==> src/rtl/instr_fetch_buffer.sv <==
// instr_fetch_buffer
//   Sequential instruction fetcher for the decode stage. Issues word reads
//   to a fixed-latency memory port, tracks them in a small shift register
//   tagged with a 1-bit epoch, and queues returned {pc, word} pairs in an
//   output FIFO on a valid/ready port. A redirect flushes the FIFO, clears
//   the tracker and flips the epoch so that no stale word is ever delivered.
//   Optional build macro: FETCH_PERF_EN adds the stall_count output, which
//   counts the cycles in which issue was held off by exhausted credits.
module instr_fetch_buffer #(
    parameter logic [31:0] RESET_PC    = 32'h0000_0000,
    parameter int          FIFO_DEPTH  = 4,
    parameter int          MEM_LATENCY = 2
) (
    input  logic        clock,
    input  logic        reset,
    output logic [31:0] mem_addr,
    output logic        mem_en,
    output logic        mem_we,
    output logic [31:0] mem_din,
    input  logic [31:0] mem_dout,
    input  logic        redirect_valid,
    input  logic [31:0] redirect_pc,
    output logic        instr_valid,
    input  logic        instr_ready,
    output logic [31:0] instr_data,
    output logic [31:0] instr_pc
`ifdef FETCH_PERF_EN
    ,
    output logic [31:0] stall_count
`endif
);

    localparam int PTR_W = $clog2(FIFO_DEPTH);
    localparam int CNT_W = $clog2(FIFO_DEPTH + MEM_LATENCY) + 1;
    localparam int LAST  = MEM_LATENCY - 1;
    localparam logic [CNT_W-1:0] DEPTH_C = CNT_W'(FIFO_DEPTH);

    // Fetch control
    logic [31:0]      fetch_pc;
    logic             cur_epoch;
    logic             credit_ok;

    // Tracker: one entry per memory pipeline stage, index 0 = just issued
    logic             trk_vld_p   [MEM_LATENCY];
    logic [31:0]      trk_pc_p    [MEM_LATENCY];
    logic             trk_epoch_p [MEM_LATENCY];
    logic [CNT_W-1:0] inflight_count;

    // Output FIFO
    logic [31:0]      fifo_data [FIFO_DEPTH];
    logic [31:0]      fifo_pc   [FIFO_DEPTH];
    logic [PTR_W-1:0] wr_ptr;
    logic [PTR_W-1:0] rd_ptr;
    logic [CNT_W-1:0] fifo_count;
    logic             fifo_full;
    logic             push;
    logic             pop;

    // Count reads still travelling through the memory pipeline.
    always_comb begin
        inflight_count = '0;
        for (int i = 0; i < MEM_LATENCY; i++) begin
            inflight_count = inflight_count + CNT_W'(trk_vld_p[i]);
        end
    end

    // Issue decision: a read is only launched when a FIFO slot is reserved
    // for it, counting both buffered words and reads still in flight.
    always_comb begin
        credit_ok = (fifo_count + inflight_count) < DEPTH_C;
        mem_en    = !reset && !redirect_valid && credit_ok;
        mem_addr  = fetch_pc;
        mem_we    = 1'b0;
        mem_din   = '0;
    end

    // Fetch pointer and epoch: redirect wins over sequential advance.
    always_ff @(posedge clock) begin
        if (reset) begin
            fetch_pc  <= RESET_PC;
            cur_epoch <= 1'b0;
        end else if (redirect_valid) begin
            fetch_pc  <= redirect_pc;
            cur_epoch <= ~cur_epoch;
        end else if (mem_en) begin
            fetch_pc  <= fetch_pc + 32'd1;
        end
    end

    // ---- stage boundary: issue -> memory pipeline (tracker valid bits) ----
    always_ff @(posedge clock) begin
        if (reset || redirect_valid) begin
            for (int i = 0; i < MEM_LATENCY; i++) begin
                trk_vld_p[i] <= 1'b0;
            end
        end else begin
            trk_vld_p[0] <= mem_en;
            for (int i = 1; i < MEM_LATENCY; i++) begin
                trk_vld_p[i] <= trk_vld_p[i-1];
            end
        end
    end

    // Tracker payload shifts every cycle; only the valid bits need reset.
    always_ff @(posedge clock) begin
        trk_pc_p[0]    <= fetch_pc;
        trk_epoch_p[0] <= cur_epoch;
        for (int i = 1; i < MEM_LATENCY; i++) begin
            trk_pc_p[i]    <= trk_pc_p[i-1];
            trk_epoch_p[i] <= trk_epoch_p[i-1];
        end
    end

    // ---- stage boundary: memory response -> output FIFO ----
    always_comb begin
        push        = !reset && !redirect_valid && trk_vld_p[LAST] &&
                      (trk_epoch_p[LAST] == cur_epoch);
        instr_valid = (fifo_count != '0);
        pop         = instr_valid && instr_ready;
        fifo_full   = (fifo_count == DEPTH_C);
        instr_data  = instr_valid ? fifo_data[rd_ptr] : '0;
        instr_pc    = instr_valid ? fifo_pc[rd_ptr]   : '0;
    end

    // FIFO storage: written on push, no reset needed since reads are gated by valid.
    always_ff @(posedge clock) begin
        if (push) begin
            fifo_data[wr_ptr] <= mem_dout;
            fifo_pc[wr_ptr]   <= trk_pc_p[LAST];
        end
    end

    // FIFO pointers and occupancy; redirect flushes just like reset.
    always_ff @(posedge clock) begin
        if (reset || redirect_valid) begin
            wr_ptr     <= '0;
            rd_ptr     <= '0;
            fifo_count <= '0;
        end else begin
            if (push) begin
                wr_ptr <= wr_ptr + PTR_W'(1);
            end
            if (pop) begin
                rd_ptr <= rd_ptr + PTR_W'(1);
            end
            case ({push, pop})
                2'b10:   fifo_count <= fifo_count + CNT_W'(1);
                2'b01:   fifo_count <= fifo_count - CNT_W'(1);
                default: fifo_count <= fifo_count;
            endcase
        end
    end

    // The credit scheme makes overflow impossible; catch it if that ever breaks.
    assert property (@(posedge clock) disable iff (reset) !(push && fifo_full));

`ifdef FETCH_PERF_EN
    logic stall_now;

    function automatic logic [31:0] sat_inc32(input logic [31:0] v);
        return (v == 32'hFFFF_FFFF) ? v : v + 32'd1;
    endfunction

    // A throttled cycle is one where issue was possible except for credits.
    always_comb begin
        stall_now = !reset && !redirect_valid && !credit_ok;
    end

    // Saturating count of throttled cycles.
    always_ff @(posedge clock) begin
        if (reset) begin
            stall_count <= '0;
        end else if (stall_now) begin
            stall_count <= sat_inc32(stall_count);
        end
    end
`endif

endmodule

==> config.mk <==
export PLATFORM = sky130hd
export DESIGN_NAME = instr_fetch_buffer
export DESIGN_NICKNAME = d
export VERILOG_FILES = /design/src/rtl/instr_fetch_buffer.sv
export SDC_FILE = /design/constraint.sdc
export NUM_CORES = 1
export LEC_CHECK = 0
export CAP_MARGIN = 20
export CORE_MARGIN = 2
export CORE_UTILIZATION = 50
export CTS_BUF_LIST = sky130_fd_sc_hd__clkbuf_8
export DETAILED_ROUTE_END_ITERATION = 12
export PLACE_DENSITY_LB_ADDON = 0.08
export SLEW_MARGIN = 20
export SYNTH_ARGS = -nofsm -noshare
export SYNTH_HDL_FRONTEND = slang
export SYNTH_SLANG_ARGS = --single-unit
==> constraint.sdc <==
create_clock -name clock -period 3.6 [get_ports clock]
set_input_delay 0.72 -clock clock [delete_from_list [all_inputs] [get_ports clock]]
set_output_delay 0.72 -clock clock [all_outputs]
set_load 0.01 [all_outputs]
==> results_dict.tcl <==
set metrics [dict create \
    synth-seq-area-share_pct 71.7 \
    std_cell_rows 60 \
    start_kind "flop" \
    cp_top_family "simple AND/OR/NAND/NOR gates" \
    die_area_um2 29000 \
    cp_max_fo 29 \
    yosys_warnings 0 \
    critPathBufInv 2 \
    htree_levels 2 \
    clk_pin_slew_worst_paths_ns 0.06 \
    slew_violations 0 \
    pre_cts_slack_ns 0.421 \
    grt_antenna_before_repair 1 \
    final_cell_mix "edfxtp_1 (256), clkdlybuf4s50_1 (165), dfxtp_1 (109), and2_1 (69), clkbuf_8 (68)" \
    clock_sinks 367 \
    gp_congestion 0.860 \
    cts_made_buffers 58 \
    synth_edf_count 256 \
    grt_pass1_vias 7941 \
    syn2layout_area_growth_pct 23.6 \
    antennaDiodeCount 0 \
    cts-root-buf "clkbuf_8" \
    drt_pre_antenna_iters 5 \
    hold_viol 0 \
    power_mw 8.25 \
    grt_pass1_wl_um 43900 \
    slowest_delay_ns 0.67 \
    hold_slack_ns 0.325 \
    wire_per_inst_um 20.3 \
    synth-main-ff-cell "edfxtp_1" \
    leakagePower_nw 5.79 \
    powerDensity_nw_per_um2 483 \
    tightest_slew_ns 0.736 \
    hpwl_um 18200 \
    synth_area_um2 13800 \
    ys_async_sr_fraction_pct 0 \
    clk_latency_ns 0.58 \
    drive_above_1_share_pct 17.5 \
    nets 1084 \
    routed_wl_um 28400 \
    grt.overflow.total 0 \
    drtIter0Drc 468 \
    drc 0 \
    drt.antenna.violating_nets 0 \
    num_io_pins 199 \
    worstSetupPathType "reg2out" \
    ir_drop_mv 0.269 \
    ys_types 49 \
    fin_ws_ns 0.252 \
    fmax_mhz 299 \
    clock_skew_ns 0.0252 \
    final_common_cell "edfxtp_1" \
    setup_tns_ns 0 \
    required_ns 2.88 \
    cp.arrival_ns 2.63 \
    hold_buffers 0 \
    finalSetupViolCount 0 \
    outcome "completed" \
    ys_seq_elements 367 \
    slew_headroom_pct 50.8 \
    cts_tree "built" \
    grt_setup_unrepaired "false" \
    drv_cap 0 \
    min_period_ns 3.35 \
    grt_max_degree 34 \
    crit_chain "or4_4 > buf_12 > and2_1 > clkdlybuf4s50_1" \
    start_util_pct 51.1 \
    fin_crit_sh_pct 93.0 \
    avgViaCountPerCell 5.45 \
    end_kind "output pin" \
    synth_cells 799 \
    die_x_um 170 \
    avgSynthCellArea_um2 17.3 \
    worst_path_max_delay_cell "or4_4" \
    cts.path.max_buffers 3 \
    hold_class "reg2reg" \
    vias 7616 \
    core_um2 27000 \
    io_buffers 165 \
    die_y_um 170 \
    track_usage_pct 19.8 \
]
[per-layer routing]
layer  share of wire (%)  track usage, %  wire length [um]  vias to the layer above
met5               0.042               0                12                        -
met4                 1.6            5.76               458                        2
met3                 5.4            3.70              1540                       41
met2                  50            33.7             14100                      274
met1                  43            26.2             12300                     3835
li1                    -               -                 -                     3464
[worst paths after layout]
kind,startpoint,to,slack [ns],cells past startpoint
min,trk_pc_p[0][15]$_DFF_P_,trk_pc_p[0][47]$_DFF_P_,0.32,0
max,fifo_count[1]$_SDFFE_PP0P_,instr_pc[20],0.25,4
max reg2reg,fifo_count[1]$_SDFFE_PP0P_,fifo_count[2]$_SDFFE_PP0P_,0.82,9
min reg2reg,trk_pc_p[0][15]$_DFF_P_,trk_pc_p[0][47]$_DFF_P_,0.32,0
[repair_timing]
| item | CTS | global route |
|---|---|---|
| gates resized for setup | 1 | 1 |
| endpoints found under the setup margin | 38 | 5 |
| setup buffers | 0 | 3 |
| hold endpoints to repair | 0 | 0 |
| pin swaps | 0 | 0 |
[flip-flops by register name, indices dropped and copies added, names as in the netlist, named ones only]
| register | count |
|---|---|
| trk_vld_p | 2 |
| rd_ptr | 2 |
| wr_ptr | 2 |
| fifo_data | 128 |
| cur_epoch | 1 |
| fifo_count | 4 |
| trk_epoch_p | 2 |
| fifo_pc | 128 |
| trk_pc_p | 64 |
| mem_addr | 32 |
[report_power, final]
| part | internal, mW | switching, mW |
|---|---|---|
| sequential | 4.60 | 0.0841 |
| clock | 1.78 | 1.51 |
| combinational | 0.150 | 0.122 |
| total | 6.53 | 1.72 |
[worst register-to-register path: cells and delay by family (launching register included)]
kind                     cells  cell delay [ns]
XOR/XNOR                     2             0.28
adder cells (fa/ha/maj)      2             0.46
flip-flops                   1             0.41
AO/OA/AOI/OAI                2             0.30
AND/OR/NAND/NOR              3             1.27
[cells in the mapped netlist, types with 10 or more instances]
master	number	area, um^2
edfxtp_1	256	7690
dfxtp_1	111	2220
and2_1	73	457
mux4_2	64	1440
nor2_1	37	139
buf_4	33	248
clkbuf_1	25	93.8
a211oi_1	18	135
a311oi_1	15	131
xnor2_1	15	131
nand2_1	11	41.3
o21ai_0	11	55.1
inv_1	10	37.5
[kinds of logic (layout without fill, tap and decap cells)]
group                      after synthesis  count (layout)  share of synthesized area (%)
buffers and inverters                   87             313                           3.45
AOI/OAI and AO/OA                       81              81                           5.28
muxes                                   66              66                           10.6
other                                    1              33                         0.0271
and+or+nand+nor                        168             168                           6.88
DFF                                    367             367                           71.7
adders and majority gates                9               9                          0.815
xor gates and xnor gates                20              20                           1.27
[metrics by stage]
| step | area [um^2] | util [%] | cells |
|---|---|---|---|
| floorplan | 13900 | - | 831 |
| global placement | 15900 | 58.9 | 1285 |
| detailed placement | 15900 | 58.9 | 1285 |
| CTS | 17000 | 63.1 | 1395 |
| global route | 17100 | 63.2 | 1398 |
| finish | 17100 | 63.2 | 1398 |
[layout make-up]
| cell class | instances | area, um^2 |
|---|---|---|
| clock buffers | 68 | 936 |
| inverters | 10 | 37.5 |
| repair buffers | 193 | 2010 |
| multi-input cells | 377 | 3570 |
| flip-flops and latches | 367 | 9920 |
| clock inverters | 42 | 193 |
| well taps | 341 | 427 |
| fillers | 1953 | 9940 |
Power figures use the tool's default switching activity.
==> edit, RTL diff (same settings) <==
Build with the macro `FETCH_PERF_EN` defined.
--- a/src/rtl/instr_fetch_buffer.sv
+++ b/src/rtl/instr_fetch_buffer.sv
@@ -7,4 +7,6 @@
 //   Optional build macro: FETCH_PERF_EN adds the stall_count output, which
 //   counts the cycles in which issue was held off by exhausted credits.
+`define FETCH_PERF_EN
+
 module instr_fetch_buffer #(
     parameter logic [31:0] RESET_PC    = 32'h0000_0000,
Behaviour (old outputs only; new: stall_count): unchanged (equiv_simple and equiv_induct, registers matched by name and starting in step).
==> edit against the unedited design <==
  * Sequential cell count up 32
  * Worst setup slack worse by 0.065 ns
  * Total power up 8.1%
  * Non-clock buffer count up 29
  * Routed wire length up 9.2%
  * Final area up 11%
  * Critical path depth unchanged
  * Area after synthesis up 11%
  * Critical path type unchanged
  * Critical endpoint is now instr_pc[24]
  * Largest cell class unchanged
==> edit: results (changes against the unedited design) <==
| Metric | Value |
|---|---|
| Met2 Track Usage GR | `31.7% (was 33.7%)` |
| Non-CTS inverters | `12 (was 10)` |
| Synthesized flop and latch total | `399 (was 367)` |
| Comb_multi_in | `537 (was 377)` |
| Cts bufs inserted | `66 (was 58)` |
| # rows | `64 (was 60)` |
| Worst-margin pin slew | `0.867 ns (was 0.736 ns)` |
| CLK BUF | `74 (was 68)` |
| Drt wl/cell | `18.4 µm (was 20.3 µm)` |
| Setup WS pre-CTS | `0.513 ns (was 0.421 ns)` |
| Post-route clock skew | `0.0230 ns (was 0.0252 ns)` |
| Top cells by area, synth | `edfxtp_1 50%, dfxtp_1 19%, mux4_2 9.4% (was edfxtp_1 56%, dfxtp_1 16%, mux4_2 10%)` |
| Ant. Diodes | `1 (was 0)` |
| Worst Path Arrival | `2.69 ns (was 2.63 ns)` |
| Non-clk bufs | `222 (was 193)` |
| Slowest stage delay, CP | `0.57 ns (was 0.67 ns)` |
| Placed Instance Area | `0.0178 mm² (was 0.0159 mm²)` |
| Clock Pin Slew Worst Setup and Hold Paths | `0.06 ns (about the same)` |
| Layout cells sized above 1 | `14.8% (was 17.5%)` |
| Post_cts resized | `0 (was 1)` |
| Placed cells | `1566 (was 1285)` |
| Cell family with the largest share of critical-path delay | `buffers and inverters (was simple AND/OR/NAND/NOR gates)` |
| Fill cell total of the finished layout | `2286 (was 1953)` |
| Dpl hpwl | `19900 µm (was 18200 µm)` |
| Met1 global-route usage | `26.2% (about the same)` |
| Switching pwr | `0.00192 W (was 0.00172 W)` |
| Final #Nets | `1316 (was 1084)` |
| DRT met1 WL | `13400 µm (was 12300 µm)` |
| Multi-input gate area | `0.00441 mm² (was 0.00357 mm²)` |
| Leak pwr | `6.48 nW (was 5.79 nW)` |
| M3 GR Usage | `4.75% (was 3.70%)` |
| Maximum VDD drop | `0.000271 V (was 0.000269 V)` |
| Register area | `0.0106 mm² (was 0.00992 mm²)` |
| Met3 WL | `1920 µm (was 1540 µm)` |
| Largest fanout on the critical path | `36 (was 29)` |
| Synth cell count leaders | `256 x edfxtp_1, 143 x dfxtp_1, 79 x nor2_1 (was 256 x edfxtp_1, 111 x dfxtp_1, 73 x and2_1)` |
| First-pass GRT wire length | `47800 µm (was 43900 µm)` |
| Number of vias per cell | `5.15 (was 5.45)` |
| Register area share after synthesis | `68.9% (was 71.7%)` |
| Slowest cell on crit path | `mux4_2 (was or4_4)` |
| Outcome | `completed (unchanged)` |
| Met2 routed WL | `15100 µm (was 14100 µm)` |
| H-tree levels | `3 (was 2)` |
| Signal buffers share of area | `12.0% (was 11.7%)` |
| Vias in the first global route | `8636 (was 7941)` |
| Clk tree area frac | `6.51% (was 6.61%)` |
| GP Congestion | `0.799 (was 0.860)` |
| Buffers on Ports | `197 (was 165)` |
| Unique cell type count in the Yosys netlist | `56 (was 49)` |
| GRT Util Overall | `19.6% (was 19.8%)` |
| Total number of vias | `8681 (was 7616)` |
| Largest net degree at the start of global routing | `64 (was 34)` |
| Syn_area_per_cell | `15.4 µm² (was 17.3 µm²)` |
==> edit: cell types whose count changed in the layout (fill, tap and decap cells not counted), moves of 10 or more <==
cell,change
xnor2_1,+31
clkdlybuf4s50_1,+31
nand3_1,+12
nand4_1,+10
xor2_1,+12
nand2_1,+24
nor3_1,+20
a311oi_1,-12
mux2i_1,+11
dfxtp_1,+31
nor2_1,+42
==> edit: path summary, 6_finish.rpt <==
| check | slack (ns) | endpoint | cells after the start | startpoint |
|---|---|---|---|---|
| setup / recovery | 0.19 | instr_pc[24] | 4 | flip-flop |
| setup reg to reg | 0.87 | mem_addr[30] | 7 | fifo_count[0] |
| hold reg to reg | 0.32 | trk_pc_p[0][33] | 0 | trk_pc_p[0][1] |
| hold / removal | 0.32 | trk_pc_p[0][33] | 0 | trk_pc_p[0][1] |
==> edit: power groups by stage <==
stage	Clock, W	Combinational (W)	Sequential, W
3_3_place_gp	0	0.000281	0.00511
4_1_cts	0.00374	0.000285	0.00502
3_5_place_dp	0	0.000283	0.00512
6_report	0.00362	0.000283	0.00502
2_1_floorplan	0	0.000129	0.00510
5_1_grt	0.00395	0.000307	0.00503
==> edit: per-stage QoR <==
stage               hold slack [ns]  utilization [%]
global route                  0.328             62.7
finish                        0.323             62.7
global placement              0.310             58.6
floorplan                     0.310                -
detailed placement            0.312             58.6
CTS                           0.314             62.7
==> edit: kinds of logic (layout without fill, tap and decap cells) <==
family | Yosys count | after routing | synth area share [%]
other | 1 | 34 | 0.0245
multiplexers | 79 | 79 | 10.4
AND/OR/NAND/NOR | 290 | 290 | 10.1
XOR/XNOR | 63 | 63 | 3.61
AO/OA/AOI/OAI | 62 | 62 | 2.94
buffers and inverters | 92 | 353 | 3.12
flip-flops | 399 | 399 | 68.9
adder cells (fa/ha/maj) | 10 | 10 | 0.818
